### config.mk
export PLATFORM = sky130hd
export DESIGN_NAME = led_matrix_scan
export DESIGN_NICKNAME = d
export VERILOG_FILES = /design/src/rtl/led_matrix_scan.sv
export SDC_FILE = /design/constraint.sdc
export NUM_CORES = 1
export LEC_CHECK = 0
export CAP_MARGIN = 10
export CORE_MARGIN = 1
export CORE_UTILIZATION = 57
export DETAILED_ROUTE_END_ITERATION = 16
export PLACE_DENSITY = 0.86
export SYNTH_ARGS = -nofsm -noshare
export SYNTH_HDL_FRONTEND = slang
export SYNTH_SLANG_ARGS = --single-unit
### constraint.sdc
create_clock -name CLK -period 2.05 [get_ports CLK]
set_input_delay 0.41 -clock CLK [delete_from_list [all_inputs] [get_ports CLK]]
set_output_delay 0.41 -clock CLK [all_outputs]
set_load 0.02 [all_outputs]
### src/rtl/led_matrix_scan.sv
// led_matrix_scan: multiplexed LED-matrix scan engine. Drives one row at a
// time (one-hot) for DWELL clocks, blanks the columns for the first BLANK
// clocks of every dwell and gates them with a 16-level brightness PWM.
// Define MATRIX_DOUBLEBUF_EN to get a front/back frame buffer pair with a
// frame-synchronous swap; otherwise a single buffer is written and shown.
module led_matrix_scan #(
  parameter int COLS  = 7,
  parameter int ROWS  = 5,
  parameter int DWELL = 1024,
  parameter int BLANK = 4
) (
  input  logic                    CLK,
  input  logic                    reset,
  input  logic                    wr_en,
  input  logic [$clog2(ROWS)-1:0] wr_row,
  input  logic [COLS-1:0]         wr_data,
  input  logic                    swap_req,
  input  logic [3:0]              brightness,
  output logic                    swap_pending,
  output logic                    frame_start,
  output logic [COLS-1:0]         colOut,
  output logic [ROWS-1:0]         rowOut
);

  localparam int RW = $clog2(ROWS);
  localparam int DW = $clog2(DWELL);

  logic [DW-1:0]   dwell_cnt;
  logic [RW-1:0]   row_idx;
  logic [3:0]      pwm_cnt;
  logic [3:0]      bright_q;
  logic            release_q;
  logic            boundary;
  logic            wr_ok;
  logic            col_en;
  logic [COLS-1:0] front_row;
  logic [COLS-1:0] buf_a [ROWS];

  assign boundary = (dwell_cnt == DW'(DWELL - 1)) && (row_idx == RW'(ROWS - 1));
  assign wr_ok    = wr_en && ({1'b0, wr_row} < (RW + 1)'(ROWS));
  assign col_en   = (dwell_cnt >= DW'(BLANK)) && (pwm_cnt < bright_q);

  // Scan timing: dwell counter, row index advancing on dwell wrap, free PWM counter
  always_ff @(posedge CLK) begin
    if (reset) begin
      dwell_cnt <= '0;
      row_idx   <= '0;
      pwm_cnt   <= '0;
    end else begin
      pwm_cnt <= pwm_cnt + 4'd1;
      if (dwell_cnt == DW'(DWELL - 1)) begin
        dwell_cnt <= '0;
        row_idx   <= (row_idx == RW'(ROWS - 1)) ? '0 : row_idx + RW'(1);
      end else begin
        dwell_cnt <= dwell_cnt + DW'(1);
      end
    end
  end

  // Brightness is sampled only on reset release and at frame boundaries
  always_ff @(posedge CLK) begin
    if (reset) begin
      bright_q  <= '0;
      release_q <= 1'b1;
    end else begin
      release_q <= 1'b0;
      if (release_q || boundary) begin
        bright_q <= brightness;
      end
    end
  end

  // Registered pin drive derived from the current counter state
  always_ff @(posedge CLK) begin
    if (reset) begin
      colOut      <= '0;
      rowOut      <= '0;
      frame_start <= 1'b0;
    end else begin
      rowOut      <= ROWS'(1) << row_idx;
      frame_start <= (dwell_cnt == '0) && (row_idx == '0);
      colOut      <= col_en ? front_row : '0;
    end
  end

`ifdef MATRIX_DOUBLEBUF_EN

  typedef enum logic {IDLE, PENDING} swap_state_t;

  swap_state_t     state;
  logic            front_sel;
  logic [COLS-1:0] buf_b [ROWS];

  assign front_row = front_sel ? buf_b[row_idx] : buf_a[row_idx];

  // Back-buffer writes plus the swap controller; a write on the swap clock
  // lands in the outgoing back buffer and so becomes part of the new front
  always_ff @(posedge CLK) begin
    if (reset) begin
      state        <= IDLE;
      swap_pending <= 1'b0;
      front_sel    <= 1'b0;
      for (int i = 0; i < ROWS; i++) begin
        buf_a[i] <= '0;
        buf_b[i] <= '0;
      end
    end else begin
      if (wr_ok) begin
        if (front_sel) begin
          buf_a[wr_row] <= wr_data;
        end else begin
          buf_b[wr_row] <= wr_data;
        end
      end
      case (state)
        IDLE: begin
          if (swap_req && boundary) begin
            front_sel <= ~front_sel;
          end else if (swap_req) begin
            state        <= PENDING;
            swap_pending <= 1'b1;
          end
        end
        PENDING: begin
          if (boundary) begin
            front_sel    <= ~front_sel;
            state        <= IDLE;
            swap_pending <= 1'b0;
          end
        end
        default: begin
          state        <= IDLE;
          swap_pending <= 1'b0;
        end
      endcase
    end
  end

`else

  logic unused_swap_req;

  assign unused_swap_req = swap_req;
  assign swap_pending    = 1'b0;
  assign front_row       = buf_a[row_idx];

  // Single buffer: writes go straight into the displayed frame
  always_ff @(posedge CLK) begin
    if (reset) begin
      for (int i = 0; i < ROWS; i++) begin
        buf_a[i] <= '0;
      end
    end else if (wr_ok) begin
      buf_a[wr_row] <= wr_data;
    end
  end

`endif

endmodule

Yosys cells after proc, flatten, opt, wreduce, memory -nomap -nowiden
Memory sizes are Yosys's and may differ from the RTL's. A register that Yosys moved wholly into a read port is not among the register bits.
Cells that the tools add are included.
{"block": "totals", "reg_bits": 28, "ramBits": 35, "input_bits": 18, "out_inout_bits": 14, "word_cells": 37, "mem_count": 1}
{"block": "classes", "add_sub_neg": 3, "n_lt_le_gt_ge": 3, "eq_ne": 2, "n_shift": 1, "mux": 9, "bitwise": 1, "n_reduce_logical": 10}
{"memory": "buf_a", "depth": 5, "width": 7, "rd": 1, "rd_clocked_by_memory_dff": 1, "wr": 5, "line": "37", "text": "logic [COLS-1:0] buf_a [ROWS];"}
{"cell": "$add A10 B1 Y10 const B", "count": 1}
{"cell": "$eq A10 B10 Y1 const B", "count": 1}
{"cell": "$ge A10 B3 Y1 const B", "count": 1}
{"cell": "$logic_not A10 Y1", "count": 1}
{"cell": "$mux W7", "count": 1}
{"cell": "$reduce_or A7 Y1", "count": 1}
{"cell": "$mux W1", "count": 6}
{"cell": "$mux W3", "count": 2}
{"cell": "$shl A1 B3 Y5 const A", "count": 1}
{"cell": "$add A4 B1 Y4 const B", "count": 1}
{"cell": "$logic_and A1 B1 Y1", "count": 4}
{"cell": "$lt A4 B4 Y1", "count": 1}
{"cell": "$reduce_or A2 Y1", "count": 2}
{"cell": "$add A3 B1 Y3 const B", "count": 1}
{"cell": "$eq A3 B3 Y1 const B", "count": 1}
{"cell": "$logic_not A3 Y1", "count": 1}
{"cell": "$lt A3 B3 Y1 const B", "count": 1}
{"cell": "$logic_or A1 B1 Y1", "count": 1}
{"cell": "$not A1 Y1", "count": 1}

Logic depth before layout (Yosys ltp)
Gate-level depths: netlist of the first run.
{"block": "logic_depth", "depth_word": 7, "ltp_mapped": 7, "mapped_depth_nobuf": 5}

Worst setup path after synthesis of the first run
OpenSTA, ideal clock, no wires.
{"block": "synth_path", "kind": "input to register", "from": "input port reset", "to": "memory buf_a[4][0] (enable)", "setup_ps": 306, "t_arrival_ps": 1525, "required_ps": 1744, "slack_ps": 219, "cell_stages": 4, "n_path_buf": 1, "cell_sequence": "buf_2 > or3b_2 > nor3b_4 > or2_2"}
{"item": "from (decl)", "line": "13", "text": "input logic reset,"}
{"item": "to (decl)", "line": "37"}

==> flow_summary.json, run 1 <==
{
  "synth_top_area_share_pct": 43.6,
  "synth_top_family_by_area": "simple AND/OR/NAND/NOR gates",
  "fill_cells": 463,
  "ys_warn_count": 0,
  "vias": 2339,
  "finalSetupViolations": 0,
  "clkLatencyLatePin_ps": 360,
  "synthAdderAreaFrac_pct": 2.60,
  "r2r_end": "bright_q[3]",
  "synthXorXnorAreaFrac_pct": 1.14,
  "drive_gt1_share_pct": 14.8,
  "ys_ff_latch": 91,
  "synth-simple-area-share_pct": 15.9,
  "synth_area_leaders": "edfxtp_1 (44%), dfxtp_1 (18%), mux4_2 (8.2%)",
  "overflow": 0,
  "grt_setup_unrepaired": "false",
  "drc": 2,
  "placementRows": 29,
  "dr.pass1.iters": 10,
  "routed_wl_um": 6680,
  "worstReg2RegStart": "dwell_cnt[0]",
  "clk_path_buf_depth": 2,
  "holdPathStages": 1,
  "reg2reg_depth": 4,
  "ys_seq_area_share_pct": 61.8,
  "min_path_type": "flip-flop to flip-flop",
  "cp.required_ps": 2110,
  "power.density_mw_per_mm2": 758,
  "postSynthCellCount": 278,
  "final_core_utilization_pct": 70.7,
  "min_period_over_period_pct": 89.1,
  "antenna_cells": 0,
  "status": "finished, violations left",
  "synth_mux_area_share_pct": 11.0,
  "worstPathMaxFanout": 7,
  "grt_usage_pct": 20.7,
  "reg2reg_slack_ps": 340,
  "synthFlopType": "edfxtp_1",
  "fin_area_mm2": 0.00454,
  "post-place-cells": 406,
  "fp.dieH_um": 84.2,
  "ant_nets": 0,
  "layout_min_cycle_time_ps": 1830,
  "gp_congestion": 0.850,
  "peakVddDrop_mv": 0.605,
  "h-tree-depth": 3,
  "tns_ps": 0,
  "p_leak_nw": 1.63,
  "clock-sinks": 91,
  "drv_slew": 0,
  "syn_to_final_growth_pct": 17.9,
  "skew_ps": 5.52,
  "ctsHoldBuffers": 0,
  "stdcell_count": 422,
  "netlist_area_mm2": 0.00385,
  "cts_tree": "built",
  "holdPathEnd": "pwm_cnt[0]",
  "die-area_mm2": 0.00709,
  "path_clk_slew_ps": 90,
  "worst_setup_path_start_kind": "primary input",
  "layout_common_cells": "edfxtp_1 (56), and2_1 (37), dfxtp_1 (35)",
  "synth_edf_count": 56,
  "cts_buffers": 9,
  "cts_resized": 0,
  "grt_max_degree": 28,
  "viasPerCell": 5.54,
  "synth-async-reset-ratio_pct": 0,
  "core_area_mm2": 0.00642,
  "io_pins": 32,
  "syn_area_per_cell_um2": 13.9,
  "cts_setup_buffers": 0,
  "grt_pass1_vias": 2339,
  "layout_commonest_cell": "edfxtp_1",
  "cp-end-kind": "flip-flop",
  "grt_pass1_wl_um": 10900,
  "violations": "design-rule violations",
  "grt_antenna_before_repair": 0,
  "final_nets": 366,
  "worst_ep_arrival_time_ps": 1880,
  "wl_per_cell_um": 15.8,
  "cap_violations": 0,
  "ys_types": 41,
  "postPlaceCellArea_mm2": 0.00436,
  "synth-compound-area-share_pct": 5.10,
  "fmax_mhz": 548,
  "min_from": "pwm_cnt[0]",
  "place_hpwl_um": 4540,
  "place.port_buffers": 29,
  "finalHoldViolations": 0,
  "crit_type": "primary input to flip-flop",
  "yosysTopAreaCell": "edfxtp_1",
  "initial_core_util_pct": 60.0,
  "cts_root_buf": "clkbuf_8",
  "die_x_um": 84.2,
  "drt_iter0_markers": 117
}
[flip-flops by register name, indices dropped and copies added (netlist names)]
signal and count:
release_q 1, colOut 7, rowOut 5, bright_q 4, dwell_cnt 10, row_idx 3, pwm_cnt 4, buf_a 56
frame_start 1
[metal layers]
| layer | part of all wire, % | GRT usage (%) | wire length [um] | up-vias |
|---|---|---|---|---|
| met5 | 0 | 0 | 0 | - |
| met4 | 1.8 | 9.72 | 120 | 0 |
| met3 | 4.6 | 5.70 | 306 | 10 |
| met2 | 54 | 36.7 | 3640 | 61 |
| met1 | 39 | 23.0 | 2620 | 1135 |
| li1 | - | - | - | 1133 |
[cell families after synthesis]
logic type | Yosys count
flip-flops | 91
AND/OR/NAND/NOR | 99
XOR/XNOR | 5
AO/OA/AOI/OAI | 29
multiplexers | 25
other | 1
buffers and inverters | 20
adder cells (fa/ha/maj) | 8
[stage by stage]
step | total power [W] | hold slack, ps | setup WS (ps)
floorplan | 0.00224 | 425 | 219
global placement | 0.00234 | 440 | -126
CTS | 0.00347 | 473 | 226
detailed placement | 0.00235 | 449 | -146
global route | 0.00357 | 500 | 161
finish | 0.00344 | 472 | 224
[Yosys cell counts (2+ instances only)]
cell / count
and2_1: 37
nor2_1: 13
mux4_2: 14
or2_2: 5
nand2_1: 3
xor2_1: 2
or4_1: 4
and3_1: 4
or3_1: 3
nand4_1: 4
a211oi_1: 7
nand2b_1: 10
mux2i_1: 11
o31ai_1: 4
o21ai_0: 4
a21oi_1: 8
buf_4: 3
inv_1: 11
buf_2: 3
dfxtp_1: 35
clkbuf_1: 3
edfxtp_1: 56
nand3_1: 5
ha_1: 8
nor3_1: 3
xnor2_1: 3
[how the worst max path moves through the flow]
stage / from / to / slack, ps
floorplan: reset / buf_a[4][0] / 220
global route: wr_en / buf_a[4][3] / 160
global placement: wr_en / buf_a[4][1] / -130
detailed placement: wr_en / buf_a[4][4] / -150
finish: wr_en / buf_a[4][3] / 220
CTS: wr_en / buf_a[4][5] / 230
[cell type report]
| cell class | instances | area, um^2 | area share (%) |
|---|---|---|---|
| clock inverter | 7 | 60.1 | 1.32 |
| tap | 77 | 96.3 | 2.12 |
| multi-input combinational | 188 | 1460 | 32.1 |
| timing repair buffer | 39 | 378 | 8.32 |
| clock buffer | 9 | 124 | 2.73 |
| sequential | 91 | 2380 | 52.5 |
| inverter | 11 | 41.3 | 0.909 |
[power breakdown]
| group | internal [W] | switching [W] | total (W) |
|---|---|---|---|
| clock network | 0.000461 | 0.000673 | 0.00113 |
| logic | 0.000109 | 0.000122 | 0.000231 |
| registers | 0.00204 | 0.0000353 | 0.00208 |
| total | 0.00261 | 0.000830 | 0.00344 |
[critical path, cell delays in order]
cell and delay, ps:
clkdlybuf4s50_1 480, or3b_2 520, nor3b_4 220, or2_2 270
No activity file was read; power rests on OpenSTA's default activity.
==> run 2, diff against run 1 <==
--- a/config.mk
+++ b/config.mk
@@ -5,7 +5,7 @@
 export SDC_FILE = /design/constraint.sdc
 export NUM_CORES = 1
 export LEC_CHECK = 0
-export CAP_MARGIN = 10
+export CAP_MARGIN = 20
 export CORE_MARGIN = 1
 export CORE_UTILIZATION = 57
 export DETAILED_ROUTE_END_ITERATION = 16
==> results of run 2 <==
No change in the layout: final DEF, timing and power equal those of run 1.
==> run 3, diff against run 2 <==
--- a/config.mk
+++ b/config.mk
@@ -6,7 +6,7 @@
 export NUM_CORES = 1
 export LEC_CHECK = 0
 export CAP_MARGIN = 20
-export CORE_MARGIN = 1
+export CORE_MARGIN = 2
 export CORE_UTILIZATION = 57
 export DETAILED_ROUTE_END_ITERATION = 16
 export PLACE_DENSITY = 0.86
==> flow_summary.json, run 3 (synthesis results as in run 1) <==
{
  "initial_core_util_pct": 59.7,
  "cap_violations": 0,
  "multi_input_area_mm2": 0.00146,
  "critical-path-slowest-cell": "or3b_2",
  "drc": 0,
  "clock-sinks": 91,
  "crit_family": "simple AND/OR/NAND/NOR gates",
  "fp.dieH_um": 86.2,
  "layout_min_cycle_time_ps": 1840,
  "layout_commonest_cell": "edfxtp_1",
  "drt_iter0_markers": 86,
  "r2r_end": "bright_q[3]",
  "worstReg2RegStart": "dwell_cnt[0]",
  "grt_setup_unrepaired": "false",
  "finalHoldViolations": 0,
  "reg_top3": "buf_a x56, dwell_cnt x10, colOut x7",
  "routed_wl_um": 6880,
  "reg2reg_slack_ps": 320,
  "final_nets": 365,
  "fmax_mhz": 544,
  "die-area_mm2": 0.00743,
  "place_hpwl_um": 4760,
  "crit_type": "primary input to flip-flop",
  "cts_resized": 0,
  "status": "finished, final reports clean",
  "holdPathEnd": "pwm_cnt[0]",
  "cts_root_buf": "clkbuf_8",
  "syn_to_final_growth_pct": 18.5,
  "cts_setup_buffers": 0,
  "holdPathStages": 1,
  "finalWorstSetupSlack_ps": 213,
  "drive_gt1_share_pct": 14.0,
  "drv_slew": 0,
  "grt_antenna_before_repair": 0,
  "clkLatencyLatePin_ps": 370,
  "crit_buf_inv": 1,
  "vias": 2299,
  "skew_ps": 12.1,
  "place.port_buffers": 29,
  "min_path_type": "flip-flop to flip-flop",
  "min_from": "pwm_cnt[0]",
  "ctsHoldBuffers": 0,
  "io_pins": 32,
  "grt_usage_pct": 20.7,
  "dr.pass1.iters": 4,
  "power.density_mw_per_mm2": 789,
  "dp_slack_ps": -169,
  "worst_setup_path_start_kind": "primary input",
  "grt_pass1_vias": 2300,
  "finalSetupViolations": 0,
  "cp.required_ps": 2100,
  "grt_pass1_wl_um": 11200,
  "placementRows": 29,
  "cts_tree": "built",
  "path_clk_slew_ps": 90,
  "overflow": 0,
  "cts_buffers": 9,
  "ant_nets": 0,
  "fill_cells": 461,
  "max_flop_register": "buf_a",
  "core_area_mm2": 0.00646,
  "clk_path_buf_depth": 2,
  "worst_ep_arrival_time_ps": 1890,
  "min_period_over_period_pct": 89.6,
  "reg2reg_depth": 4,
  "gp_congestion": 0.808,
  "power_w": 0.00360,
  "die_x_um": 86.2,
  "worstPathCellList": "clkdlybuf4s50_1, or3b_2, nor3b_4, or2_2",
  "startpoint": "wr_en",
  "layout_common_cells": "edfxtp_1 (56), and2_1 (37), dfxtp_1 (35)",
  "worstPathMaxFanout": 7,
  "wl_per_cell_um": 16.3,
  "largest_reg_flops": 56,
  "p_leak_nw": 1.65,
  "grt_max_degree": 29,
  "regArea_mm2": 0.00238,
  "cp-end-kind": "flip-flop",
  "critPathMaxStageDelay_ps": 520,
  "peakVddDrop_mv": 0.497,
  "viasPerCell": 5.46,
  "antenna_cells": 0,
  "h-tree-depth": 3
}
[run 3: worst register-to-register path, stage by stage, from the launching register on]
cell and delay (ps):
dfxtp_1 410, ha_1 300, nand4_4 170, o41a_1 580, mux2i_1 160
[run 3: worst max-delay path by stage]
stage                     slack [ps]  cells after the start     endpoint
after floorplan                  220                      4  buf_a[4][0]
after global placement          -130                      4  buf_a[4][1]
after detailed placement        -170                      4  buf_a[4][0]
after CTS                        210                      4  buf_a[4][6]
after global routing             140                      4  buf_a[4][6]
final                            210                      4  buf_a[4][6]
[run 3: metrics by stage]
stage / std cells / hold slack, ps / instance area, um^2 / utilization [%] / setup TNS [ps]
floorplan: 299 / 425 / 3930 / - / 0
global placement: 405 / 442 / 4350 / 67.4 / -1790
detailed placement: 405 / 455 / 4350 / 67.4 / -2960
CTS: 421 / 477 / 4570 / 70.7 / 0
global route: 421 / 497 / 4570 / 70.7 / 0
finish: 421 / 476 / 4570 / 70.7 / 0
[run 3: metal layers]
layer | track usage (%) | part of all wire [%] | wire (um)
met5 | 0 | 0 | 0
met2 | 37.1 | 55 | 3750
met3 | 3.71 | 3.7 | 255
met4 | 8.95 | 1.4 | 96
met1 | 24.3 | 40 | 2770
[run 3: final cells by class]
| class | instances | share of cell area, % |
|---|---|---|
| sequential | 91 | 52.2 |
| clock buffer | 9 | 2.71 |
| multi-input combinational | 188 | 32.0 |
| timing repair buffer | 38 | 8.11 |
| clock inverter | 7 | 2.03 |
| inverter | 11 | 0.904 |
| tap | 77 | 2.11 |
[run 3: power breakdown]
group	switching, W	total (W)	internal (W)
logic	0.000119	0.000227	0.000108
clock network	0.000616	0.00130	0.000682
registers	0.0000367	0.00208	0.00204
